==> src/rtl/mem_rmw_bridge.sv <==
// Load/store bridge from the processor memory port to a word-wide synchronous RAM.
// Sub-word stores use read-modify-write; loads are lane-aligned and extended.
module mem_rmw_bridge #(
    parameter int unsigned AW = 10
) (
    input  logic          clk,
    input  logic          rst,
    input  logic          req,
    input  logic          we,
    input  logic [2:0]    MemOp,
    input  logic [31:0]   addr,
    input  logic [31:0]   wd,
    output logic [31:0]   rd,
    output logic          done,
    output logic          err,
    output logic          busy,
    output logic          ram_en,
    output logic          ram_we,
    output logic [AW-1:0] ram_addr,
    output logic [31:0]   ram_wdata,
    input  logic [31:0]   ram_rdata
);

    localparam int unsigned DW = 32;

    localparam logic [2:0] S_IDLE = 3'd0;
    localparam logic [2:0] S_RD   = 3'd1;
    localparam logic [2:0] S_CAP  = 3'd2;
    localparam logic [2:0] S_WR   = 3'd3;
    localparam logic [2:0] S_DONE = 3'd4;

    logic [2:0]    state, state_nxt;
    logic          we_q;
    logic [2:0]    op_q;
    logic [1:0]    off_q;
    logic [15:0]   wd_q;

    logic          illegal, misaligned;
    logic [7:0]    lane8;
    logic [15:0]   lane16;
    logic [DW-1:0] load_ext, merged;

    logic [DW-1:0] rd_nxt, ram_wdata_nxt;
    logic [AW-1:0] ram_addr_nxt;
    logic          done_nxt, err_nxt, busy_nxt, ram_en_nxt, ram_we_nxt;

    // Address bits above the RAM word index are ignored by design.
    logic unused_addr_bits;
    assign unused_addr_bits = ^{1'b0, addr[DW-1:AW+2]};

    // Request classification, evaluated on the live inputs in IDLE.
    always_comb begin
        illegal    = (MemOp == 3'b011) || (MemOp[2:1] == 2'b11) || (we && MemOp[2]);
        misaligned = ((MemOp[1:0] == 2'b01) && addr[0]) ||
                     ((MemOp[1:0] == 2'b10) && (addr[1:0] != 2'b00));
    end

    // Lane selection, load extension and store merge from the RAM read word.
    always_comb begin
        lane8    = ram_rdata[7:0];
        lane16   = off_q[1] ? ram_rdata[31:16] : ram_rdata[15:0];
        load_ext = ram_rdata;
        merged   = ram_rdata;
        case (off_q)
            2'd1:    lane8 = ram_rdata[15:8];
            2'd2:    lane8 = ram_rdata[23:16];
            2'd3:    lane8 = ram_rdata[31:24];
            default: lane8 = ram_rdata[7:0];
        endcase
        case (op_q[1:0])
            2'b00:   load_ext = op_q[2] ? {24'h0, lane8} : {{24{lane8[7]}}, lane8};
            2'b01:   load_ext = op_q[2] ? {16'h0, lane16} : {{16{lane16[15]}}, lane16};
            default: load_ext = ram_rdata;
        endcase
        if (op_q[1:0] == 2'b00) begin
            case (off_q)
                2'd0:    merged[7:0]   = wd_q[7:0];
                2'd1:    merged[15:8]  = wd_q[7:0];
                2'd2:    merged[23:16] = wd_q[7:0];
                default: merged[31:24] = wd_q[7:0];
            endcase
        end else if (off_q[1]) begin
            merged[31:16] = wd_q;
        end else begin
            merged[15:0] = wd_q;
        end
    end

    // Next state and next registered outputs.
    always_comb begin
        state_nxt     = state;
        done_nxt      = 1'b0;
        err_nxt       = 1'b0;
        ram_en_nxt    = 1'b0;
        ram_we_nxt    = 1'b0;
        rd_nxt        = rd;
        ram_addr_nxt  = ram_addr;
        ram_wdata_nxt = ram_wdata;
        case (state)
            S_IDLE: begin
                if (req) begin
                    ram_addr_nxt = addr[AW+1:2];
                    if (illegal || misaligned) begin
                        state_nxt = S_DONE;
                        done_nxt  = 1'b1;
                        err_nxt   = 1'b1;
                    end else if (we && (MemOp[1:0] == 2'b10)) begin
                        state_nxt     = S_WR;
                        ram_en_nxt    = 1'b1;
                        ram_we_nxt    = 1'b1;
                        ram_wdata_nxt = wd;
                    end else begin
                        state_nxt  = S_RD;
                        ram_en_nxt = 1'b1;
                    end
                end
            end
            S_RD: state_nxt = S_CAP;
            S_CAP: begin
                if (we_q) begin
                    state_nxt     = S_WR;
                    ram_en_nxt    = 1'b1;
                    ram_we_nxt    = 1'b1;
                    ram_wdata_nxt = merged;
                end else begin
                    state_nxt = S_DONE;
                    done_nxt  = 1'b1;
                    rd_nxt    = load_ext;
                end
            end
            S_WR: begin
                state_nxt = S_DONE;
                done_nxt  = 1'b1;
            end
            S_DONE:  state_nxt = S_IDLE;
            default: state_nxt = S_IDLE;
        endcase
        busy_nxt = (state_nxt != S_IDLE);
    end

    always_ff @(posedge clk or negedge rst) begin
        if (!rst) begin
            state <= S_IDLE;
        end else begin
            state <= state_nxt;
        end
    end

    // Request capture and registered outputs.
    always_ff @(posedge clk or negedge rst) begin
        if (!rst) begin
            we_q      <= 1'b0;
            op_q      <= 3'b000;
            off_q     <= 2'b00;
            wd_q      <= 16'h0;
            rd        <= '0;
            done      <= 1'b0;
            err       <= 1'b0;
            busy      <= 1'b0;
            ram_en    <= 1'b0;
            ram_we    <= 1'b0;
            ram_addr  <= '0;
            ram_wdata <= '0;
        end else begin
            if ((state == S_IDLE) && req) begin
                we_q  <= we;
                op_q  <= MemOp;
                off_q <= addr[1:0];
                wd_q  <= wd[15:0];
            end
            rd        <= rd_nxt;
            done      <= done_nxt;
            err       <= err_nxt;
            busy      <= busy_nxt;
            ram_en    <= ram_en_nxt;
            ram_we    <= ram_we_nxt;
            ram_addr  <= ram_addr_nxt;
            ram_wdata <= ram_wdata_nxt;
        end
    end

endmodule
==> config.mk <==
export PLATFORM = sky130hd
export DESIGN_NAME = mem_rmw_bridge
export DESIGN_NICKNAME = d
export VERILOG_FILES = /design/src/rtl/mem_rmw_bridge.sv
export SDC_FILE = /design/constraint.sdc
export NUM_CORES = 1
export LEC_CHECK = 0
export ABC_CLOCK_PERIOD_IN_PS = 2600
export BUFFER_PORTS_ARGS = -buffer_cell sky130_fd_sc_hd__buf_2
export CORE_MARGIN = 3
export CORE_UTILIZATION = 50
export DETAILED_ROUTE_END_ITERATION = 16
export PLACE_DENSITY = 0.79
export SYNTH_ARGS = -nofsm -noshare
export SYNTH_HDL_FRONTEND = slang
export SYNTH_SLANG_ARGS = --single-unit
==> constraint.sdc <==
create_clock -name clk -period 2.6 [get_ports clk]
set_input_delay 0.26 -clock clk [delete_from_list [all_inputs] [get_ports clk]]
set_output_delay 0.26 -clock clk [all_outputs]
set_load 0.01 [all_outputs]
Word level (Yosys, flattened, before mapping)
Index checks and enable logic that the tools add are counted.
Storage, ports and cells
  register bits after elaboration: 104
  latch bits: 0
  bits in writable memories: 0
  bits in read-only memories: 0
  input bits: 103
  word-level logic and storage cells: 83
  memories: 0
Cells by class
  add/sub/neg operators: 0
  multipliers: 0
  div/mod/pow operators: 0
  $lt $le $gt $ge: 0
  equal/unequal tests: 15
  shifts and indexed selects: 0
  mux-type cells: 35
  bitwise operators: 1
  reduce and logical (&&, ||, !) cells: 19
Operators by type and width (count)
  32-bit 2-to-1 mux: 7
  32-bit one-hot mux with 2 select lines: 2
  16-bit 2-to-1 mux: 3
  8-bit 2-to-1 mux: 4
  8-bit one-hot mux with 3 select lines: 1
  3-bit one-hot mux with 4 select lines: 1
  1-bit 2-to-1 mux: 10
  3-bit by 2-bit equality test with 1-bit output (second input constant): 3
  3-bit 2-to-1 mux: 3
  2-bit equality test (second input constant): 4
  2-bit != test (second input constant): 4
  2-bit by 1-bit equality test with 1-bit output (second input constant): 3
  1-bit logical AND: 5
  5-bit AND reduction: 1
  2-bit logical NOT: 2
  1-bit logical OR: 4
  1-bit one-hot mux with 2 select lines: 2
  2-bit AND reduction: 2
  2-bit nonzero test: 2
  3-bit by 1-bit equality test with 1-bit output (second input constant): 1
  3-bit logical NOT: 1
  1-bit one-hot mux with 3 select lines: 1
  3-bit nonzero test: 1
  3-bit OR reduction: 1
  other kinds (2): 2

Longest topological paths before layout
Gate-level depths: netlist (run 1).
  depth in word-level cells: 8
  mapped depth: 7
  mapped depth without buffers: 4

Least setup slack after synthesis (run 1)
Ideal clock, no wire load.
  path type: reg2reg
  start: register state[0]
  end: register ram_wdata[14]
  arrival: 1769 ps
  required time: 2472 ps
  path slack: 703 ps
  stages on the path, launching flop included: 7
  clock period less this slack: 1897 ps
  path through: dfrtp_1 -> buf_2 -> nor4b_4 -> nand4_2 -> nand2_4 -> buf_6 -> mux2_1
On the way
  word-level cells in the longest chain between the ends: 3
RTL lines
  start: declaration: RTL line 32  | logic [2:0] state, state_nxt;
  start signal: assignment: RTL line 145  | state <= state_nxt;
  3-bit by 2-bit equality test with 1-bit output / 3-bit logical NOT (equally long branches): RTL line 99  | case (state)
  2-bit != test (no source line) / 2-bit nonzero test (equally long branches)
  5-bit AND reduction (no source line)
  end signal: assignment: RTL line 178  | ram_wdata <= ram_wdata_nxt;
  end: declaration: RTL line 20  | output logic [31:0] ram_wdata,
Several ways; a longest one is shown, not always the timed one.
A chain may end at the register's enable or synchronous reset.

Worst setup path after layout (run 1)
  start: register off_q[1]
  end: register rd[15]
On the way
  word-level cells in the longest chain between the ends: 4
RTL lines
  start: declaration: RTL line 35  | logic [1:0] off_q;
  start signal: assignment: RTL line 168  | off_q <= addr[1:0];
  2-bit equality test / 2-bit by 1-bit equality test with 1-bit output (equally long branches): RTL line 64  | case (off_q)
  8-bit one-hot mux with 3 select lines: RTL line 64
  32-bit 2-to-1 mux: RTL line 71  | 2'b00: load_ext = op_q[2] ? {24'h0, lane8} : {{24{lane8[7]}}, lane8};
  32-bit one-hot mux with 2 select lines (*): RTL line 70  | case (op_q[1:0])
  end signal: assignment: RTL line 171  | rd <= rd_nxt;
  end: declaration: RTL line 13  | output logic [31:0] rd,
Every way passes the cells marked *; elsewhere a longest branch is shown, timed or not.

==> metrics.yaml, run 1 <==
netlist_instances: 546
cts_setup_buffers: 0
max_stage_delay_ns: 0.67
core-area_um2: 10600
cts_buffers: 9
cp_max_fo: 26
crit_family: "flip-flops"
drtAntennaViolNets: 0
synth_nets: 649
gr-total-overflow: 0
syn_to_final_growth_pct: 19.54
p_int_uw: 4728
setup_tns_ns: 0
rsz0062_at_grt: "false"
crit_path_start_kind: "flop"
power_density_nw_per_um2: 1226
ff2ff_path_depth: 5
dp_hpwl_um: 11680
die-area_um2: 12460
grt_pass1_vias: 4964
final_core_util_pct: 62.89
fmax_ghz: 0.4512
yosysTopAreaCellShare_pct: 46.66
vias: 4966
switchingPower_uw: 3447
wire_per_inst_um: 19.36
final_nets: 793
ys_seq_area_share_pct: 46.66
path_class: "reg -> reg"
synth_flop_cell: "dfrtp_1"
hold_viol: 0
die_w_um: 111.6
yosysTopAreaCell: "dfrtp_1"
vias_per_cell: 5.969
critPathBufInv: 1
grt_antenna_before_repair: 1
met2WireLength_um: 7700
die_h_um: 111.6
ys_types: 44
status: "complete, no violations"
grt_max_degree: 74
route.layer.met1.wl_um: 6914
top_layer_used: "met4"
synth_seq_cells: 104
place_congestion: 0.9251
start_util_pct: 52.61
fillers: 873
firstDrtPassIters: 7
setup_viol: 0
final_cell_mix: "buf_2, dfrtp_1, mux2_2, o21ai_0, nand2_1"
p_sw_share_pct: 42.16
ir_worst_vdd_mv: 0.5234
endpoint_kind: "flop"
crit_slowest_cell: "dfrtp_2"
drt_iter0_drc: 473
dpl_cell_area_um2: 6484
wirelength_um: 16110
synth_edf_count: 0
power_frac_seq_pct: 37.2
fin_worst_skew_ns: 0.01138
drive_gt1_share_pct: 38.99
fin_crit_sh_pct: 85.25
syn-cell-area_um2: 5578
numClockSinks: 104
min_path_type: "in -> async"
ys_warn_count: 0
syn_area_per_cell_um2: 10.22
timing.critical_path.arrival_ns: 2.53
critical_path_depth: 5
layout_commonest_cell: "buf_2"
cts_tree: "built"
drv_cap: 0
fin_crit_ns: 2.216
worstPathRequired_ns: 2.91
relSlewSlack_pct: 38.68
cpMostUsedCell: "a22o_1"
leakage_uw: 0.003133
cts_root_buf: "clkbuf_8"
remaining_drc_errors: 0
ctsHoldBuffers: 0
routed-wl-met3_um: 1218
crit_chain: "buf_4 > nor2b_1 > a22o_1 > a22o_1 > o22a_1"
power_frac_comb_pct: 51.0
rows: 37
ys_top_cells_by_area: "dfrtp_1, mux2_2, o21ai_0"
worstMarginPinSlew_ns: 0.9198
grt_pass1_wl_um: 25820
pwr-share-clk_pct: 11.8
slew_violations: 0
htree_levels: 3
worstSkewPairLatency_ns: 0.37
cts_resized: 0
clock_path_buffers: 2
grt_use_total_pct: 25.56
portBuffers: 161
async_flop_share_pct: 100.0
stdcell_area_um2: 6668
io_pins: 182
clk_pin_slew_ns: 0.10
worst reg2reg max path: cells and delay by family, from the launching register on:
kind	cells	cell delay, ns
AO/OA/AOI/OAI	3	0.52
buffers and inverters	1	0.36
flip-flops	1	0.67
AND/OR/NAND/NOR	1	0.61
cells in the mapped netlist (all sizes together), types with 7 or more instances:
master and number:
a211o 7, o21ai 54, a21o 8, mux2 79
nand3b 7, clkbuf 23, and3 8, o31ai 8
a211oi 16, buf 22, o22a 8, nor2 46
nand2 47, a22o 9, and3b 8, a21oi 43
dfrtp 104, a31oi 18, nor2b 10
state kept, by name (all words and copies together) (netlist names):
name / count
rd: 32
ram_en: 1
off_q: 2
we_q: 1
op_q: 3
err: 1
ram_addr: 10
ram_we: 1
ram_wdata: 32
done: 1
busy: 1
state: 3
wd_q: 16
worst paths after layout:
| check | from | end | slack [ns] |
|---|---|---|---|
| setup reg to reg | off_q[1]$_DFFE_PN0P_ | rd[15]$_DFFE_PN0P_ | 0.38 |
| hold reg to reg | ram_wdata[12]$_DFFE_PN0P_ | ram_wdata[12]$_DFFE_PN0P_ | 0.49 |
| setup / recovery | off_q[1]$_DFFE_PN0P_ | rd[15]$_DFFE_PN0P_ | 0.38 |
| min in group clk | addr[6] | ram_addr[4]$_DFFE_PN0P_ | 0.12 |
| max in group asynchronous | rst | off_q[1]$_DFFE_PN0P_ | 1.86 |
| hold / removal | rst | wd_q[4]$_DFFE_PN0P_ | 0.02 |
power groups by stage:
stage	sequential (µW)	combinational, µW	clock (µW)
2_1_floorplan	3170	2590	0
3_3_place_gp	3010	4020	0
5_1_grt	3150	4550	1040
6_report	3040	4170	962
4_1_cts	3030	4170	971
3_5_place_dp	3060	4140	0
per-stage QoR:
step           cells  worst slack (ns)  power (µW)  hold WS [ns]
2_1_floorplan    546            0.7032        5765      -0.03559
3_3_place_gp     814            0.3015        7036        0.4520
3_5_place_dp     815            0.4574        7204        0.4588
4_1_cts          831            0.4207        8171       0.05660
5_1_grt          832            0.2441        8736       0.08280
6_report         832            0.3836        8175       0.02194
kinds of logic after synthesis:
kind of cell / synth area share [%]
DFF: 46.66
muxes: 17.07
buffers and inverters: 3.993
AOI/OAI and AO/OA: 19.49
and+or+nand+nor: 12.79
cell type report:
cell class                 count  area [µm²]  share of cell area [%]
antenna                        1       2.502                 0.03753
clock inverter                 5       40.04                  0.6005
tap                          136       170.2                   2.552
timing repair buffer         178       945.9                   14.19
clock buffer                  11       141.4                   2.120
multi-input combinational    394        2753                   41.28
inverter                       3       11.26                  0.1689
sequential                   104        2604                   39.05
routing by layer:
| layer | global-route usage [%] | vias to the layer above |
|---|---|---|
| li1 | - | 2262 |
| met1 | 36.14 | 2456 |
| met2 | 40.49 | 224 |
| met3 | 4.185 | 24 |
| met4 | 8.110 | 0 |
| met5 | 0 | - |
Power figures use the tool's default switching activity.
==> inputs of run 2 (changes only) <==
--- a/config.mk
+++ b/config.mk
@@ -5,12 +5,13 @@
 export SDC_FILE = /design/constraint.sdc
 export NUM_CORES = 1
 export LEC_CHECK = 0
-export ABC_CLOCK_PERIOD_IN_PS = 2600
+export ABC_CLOCK_PERIOD_IN_PS = 2400
 export BUFFER_PORTS_ARGS = -buffer_cell sky130_fd_sc_hd__buf_2
 export CORE_MARGIN = 3
 export CORE_UTILIZATION = 50
 export DETAILED_ROUTE_END_ITERATION = 16
 export PLACE_DENSITY = 0.79
+export SETUP_SLACK_MARGIN = 0.2
 export SYNTH_ARGS = -nofsm -noshare
 export SYNTH_HDL_FRONTEND = slang
 export SYNTH_SLANG_ARGS = --single-unit
==> constraint.sdc (replaced) <==
create_clock -name clk -period 2.4 [get_ports clk]
set_input_delay 0.24 -clock clk [delete_from_list [all_inputs] [get_ports clk]]
set_output_delay 0.24 -clock clk [all_outputs]
set_load 0.01 [all_outputs]
==> metrics.yaml, run 2 (synthesis gave the netlist of run 1 again) <==
remaining_drc_errors: 0
cp-startpoint: "off_q[1]$_DFFE_PN0P_"
grt_use_total_pct: 25.35
worstSkewPairLatency_ns: 0.38
wirelength_um: 16180
clock_path_buffers: 2
start_util_pct: 52.61
setup_viol: 0
worstMarginPinSlew_ns: 0.6377
die_h_um: 111.6
gr-total-overflow: 0
firstDrtPassIters: 5
numClockSinks: 104
drv_cap: 0
final_core_util_pct: 63.13
power_density_nw_per_um2: 1327
layout_commonest_cell: "buf_2"
hold_viol: 0
vias: 5009
htree_levels: 3
fin_crit_sh_pct: 82.53
core-area_um2: 10600
cts_tree: "built"
grt_pass1_vias: 4914
fin_worst_skew_ns: 0.01571
path_class: "reg -> reg"
io_pins: 182
wire_per_inst_um: 19.42
status: "complete, no violations"
ir_worst_vdd_mv: 0.5972
syn_to_final_growth_pct: 19.99
min_path_type: "in -> reg"
final_nets: 795
worstPathRequired_ns: 2.66
final_cell_mix: "buf_2, dfrtp_1, mux2_2, o21ai_0, nand2_1"
rsz0062_at_grt: "false"
relSlewSlack_pct: 57.49
drive_gt1_share_pct: 39.17
place_congestion: 0.9190
rows: 37
cp_max_fo: 28
cts_buffers: 9
vias_per_cell: 6.013
largestRegisters: "ram_wdata (32), rd (32), wd_q (16)"
clk_pin_slew_ns: 0.10
slew_violations: 0
grt_antenna_before_repair: 0
fmax_ghz: 0.5049
crit_path_start_kind: "flop"
die-area_um2: 12460
die_w_um: 111.6
fin_crit_ns: 1.981
setup_tns_ns: 0
drtAntennaViolNets: 0
grt_max_degree: 49
portBuffers: 161
diodes: 0
rr_startpoint: "off_q[1]$_DFFE_PN0P_"
dp_hpwl_um: 11690
cts_root_buf: "clkbuf_8"
grt_pass1_wl_um: 25630
leakage_uw: 0.003140
drt_iter0_drc: 537
hp-start: "addr[9]"
endpoint_kind: "flop"
timing.critical_path.arrival_ns: 2.24
run 2: metrics by stage:
| step | instance area [µm²] | hold WS, ns | cells | worst slack [ns] | power [µW] |
|---|---|---|---|---|---|
| 2_1_floorplan | 5578 | -0.05559 | 546 | 0.5032 | 6245 |
| 3_3_place_gp | 6486 | 0.3046 | 815 | 0.1548 | 7627 |
| 3_5_place_dp | 6494 | 0.3025 | 816 | 0.2909 | 7825 |
| 4_1_cts | 6688 | 0.07808 | 833 | 0.3698 | 8886 |
| 5_1_grt | 6693 | 0.08561 | 833 | 0.2728 | 9480 |
| 6_report | 6693 | 0.09020 | 833 | 0.4192 | 8884 |
run 2: worst paths after layout:
kind / slack [ns] / cells after the start / to
max in group asynchronous: 1.29 / 3 / ram_addr[9]$_DFFE_PN0P_
hold / removal: 0.09 / 2 / ram_addr[7]$_DFFE_PN0P_
setup reg to reg: 0.42 / 6 / rd[24]$_DFFE_PN0P_
hold reg to reg: 0.49 / 1 / ram_wdata[13]$_DFFE_PN0P_
setup / recovery: 0.42 / 6 / rd[24]$_DFFE_PN0P_
min in group asynchronous: 0.41 / 2 / wd_q[3]$_DFFE_PN0P_
run 2: final cells by class:
type / count / area, µm²
inverter: 3 / 11.26
clock buffer: 12 / 155.1
tap: 136 / 170.2
clock inverter: 4 / 28.78
fill: 840 / 3909
multi-input combinational: 394 / 2758
sequential: 104 / 2604
timing repair buffer: 180 / 965.9
run 2: critical path, stage by stage (launching register included):
cell	delay, ns
dfrtp_2	0.68
buf_4	0.35
mux2i_1	0.21
o21ai_0	0.11
a31oi_2	0.17
buf_4	0.24
a21oi_1	0.10
run 2: per-layer routing:
layer | share of wire, % | wire length (µm) | GRT usage [%] | up-vias
li1 | - | - | - | 2273
met1 | 42 | 6791 | 35.27 | 2464
met2 | 48 | 7699 | 40.21 | 243
met3 | 8.0 | 1291 | 4.348 | 29
met4 | 2.5 | 398 | 9.002 | 0
met5 | 0 | 0 | 0 | -
run 2: power by group:
part | internal (µW) | leakage, µW | total (µW) | switching, µW
Clock | 435 | 0.0000886 | 1040 | 604
Sequential | 2630 | 0.00123 | 3310 | 676
Combinational | 2090 | 0.00182 | 4540 | 2450
Total | 5160 | 0.00314 | 8880 | 3730
run 2: timing repair:
action                                 in CTS  in global routing
endpoints found under the hold margin      46                  0
resized for setup                           0                  1
hold buffers                                1                  0
setup buffers                               0                  0
setup endpoints to repair                   0                  2
==> inputs of run 3 (changes only) <==
--- a/config.mk
+++ b/config.mk
@@ -5,7 +5,7 @@
 export SDC_FILE = /design/constraint.sdc
 export NUM_CORES = 1
 export LEC_CHECK = 0
-export ABC_CLOCK_PERIOD_IN_PS = 2400
+export ABC_CLOCK_PERIOD_IN_PS = 2000
 export BUFFER_PORTS_ARGS = -buffer_cell sky130_fd_sc_hd__buf_2
 export CORE_MARGIN = 3
 export CORE_UTILIZATION = 50
==> constraint.sdc (replaced) <==
create_clock -name clk -period 2 [get_ports clk]
set_input_delay 0.2 -clock clk [delete_from_list [all_inputs] [get_ports clk]]
set_output_delay 0.2 -clock clk [all_outputs]
set_load 0.01 [all_outputs]
==> metrics.yaml, run 3 (synthesis gave the netlist of run 1 again) <==
leakage_uw: 0.003350
power_density_nw_per_um2: 1636
drive_gt1_share_pct: 45.95
gr-total-overflow: 0
rr_startpoint: "state[0]$_DFF_PN0_"
htree_levels: 3
ir_worst_vdd_mv: 0.7903
setup_viol: 0
rsz0062_at_grt: "true"
drt_iter0_drc: 453
clock_path_buffers: 2
largestRegisters: "ram_wdata (32), rd (32), wd_q (16)"
top_usage_layer: "met2"
place_congestion: 0.9026
drtAntennaViolNets: 0
cts_tree: "built"
min_path_type: "in -> reg"
cp_max_fo: 25
met2_usage_pct: 42.73
portBuffers: 161
slew_violations: 0
hold_viol: 0
numClockSinks: 104
drv_cap: 0
vias: 5041
crit_path_start_kind: "flop"
diodes: 0
start_util_pct: 52.61
syn_to_final_growth_pct: 28.42
ff2ff_path_depth: 5
io_pins: 182
final_nets: 814
worstMarginPinSlew_ns: 0.4574
worstPathRequired_ns: 2.27
wirelength_um: 17330
die-area_um2: 12460
vias_per_cell: 5.917
worstSkewPairLatency_ns: 0.38
core-area_um2: 10600
grt_antenna_before_repair: 0
crit_end: "ram_wdata[20]$_DFFE_PN0P_"
final_cell_mix: "buf_2, dfrtp_1, mux2_2, o21ai_0, nand2_1"
dp_hpwl_um: 12740
relSlewSlack_pct: 69.50
whs_path_depth: 2
layout_commonest_cell: "buf_2"
dp_cells: 828
grt_pass1_vias: 5113
timing.rr.end: "ram_wdata[20]$_DFFE_PN0P_"
die_h_um: 111.6
fin_crit_sh_pct: 89.14
cp-startpoint: "state[0]$_DFF_PN0_"
timing.critical_path.arrival_ns: 2.06
fin_worst_skew_ns: 0.01144
fin_crit_ns: 1.783
wire_per_inst_um: 20.34
firstDrtPassIters: 5
grt_pass1_wl_um: 27140
cts_root_buf: "clkbuf_8"
grt_use_total_pct: 27.26
r2r_setup_slack_ns: 0.22
cts_buffers: 9
clk_pin_slew_ns: 0.10
grtUsageMet3_pct: 4.783
fmax_ghz: 0.5609
status: "complete, no violations"
die_w_um: 111.6
hold_slack_ns: 0.03889
setup_tns_ns: 0
dpl_cell_area_um2: 6713
remaining_drc_errors: 0
stdcell_count: 852
stdcell_area_um2: 7163
grt_max_degree: 48
path_class: "reg -> reg"
grt_use_met1_pct: 37.87
rows: 37
endpoint_kind: "flop"
run 3: per-stage QoR:
step                      total power [µW]  util, %  setup slack, ns
after detailed placement              9850    63.32         -0.07945
after floorplan                       7722        -           0.1261
final                                11720    67.57           0.2171
after global routing                 12470    67.57           0.1417
after global placement                9634    63.32          0.01582
after CTS                            11430    65.90           0.1556
run 3: cell type report:
cell class | instances | area (µm²)
repair buffers | 199 | 1200
inverters | 3 | 11.26
clock inverters | 7 | 105.1
multi-input cells | 394 | 2942
fillers | 833 | 3438
flip-flops and latches | 104 | 2611
well taps | 136 | 170.2
clock buffers | 9 | 123.9
run 3: how the worst min path moves through the flow:
stage             from                      end  slack (ns)
2_1_floorplan      rst           busy$_DFF_PN0_        -0.1
3_3_place_gp       rst       rd[11]$_DFFE_PN0P_        0.17
3_5_place_dp       rst       rd[13]$_DFFE_PN0P_        0.18
4_1_cts        addr[8]  ram_addr[6]$_DFFE_PN0P_        0.03
5_1_grt        addr[8]  ram_addr[6]$_DFFE_PN0P_        0.04
6_report       addr[8]  ram_addr[6]$_DFFE_PN0P_        0.04
run 3: report_power, final:
part / internal [µW] / switching, µW / total, µW
combinational: 3010 / 3200 / 6220
sequential: 3170 / 839 / 4010
clock: 720 / 774 / 1490
run 3: timing repair:
item,in CTS,in global routing
resized for setup,12,31
endpoints found under the setup margin,54,93
hold buffers,1,0
pin swaps,1,1
endpoints found under the hold margin,31,0
buffers inserted,1,5
gates cloned,0,1
run 3: worst max-delay path, stage by stage (launching register included):
cell	delay [ns]
dfrtp_2	0.47
or3b_4	0.43
buf_6	0.19
a31oi_2	0.20
a21oi_1	0.11
mux2_4	0.26
run 3: metal layers:
layer,vias up,routed length [µm]
li1,2311,-
met1,2464,7444
met2,235,8203
met5,-,0
met3,31,1229
met4,0,453
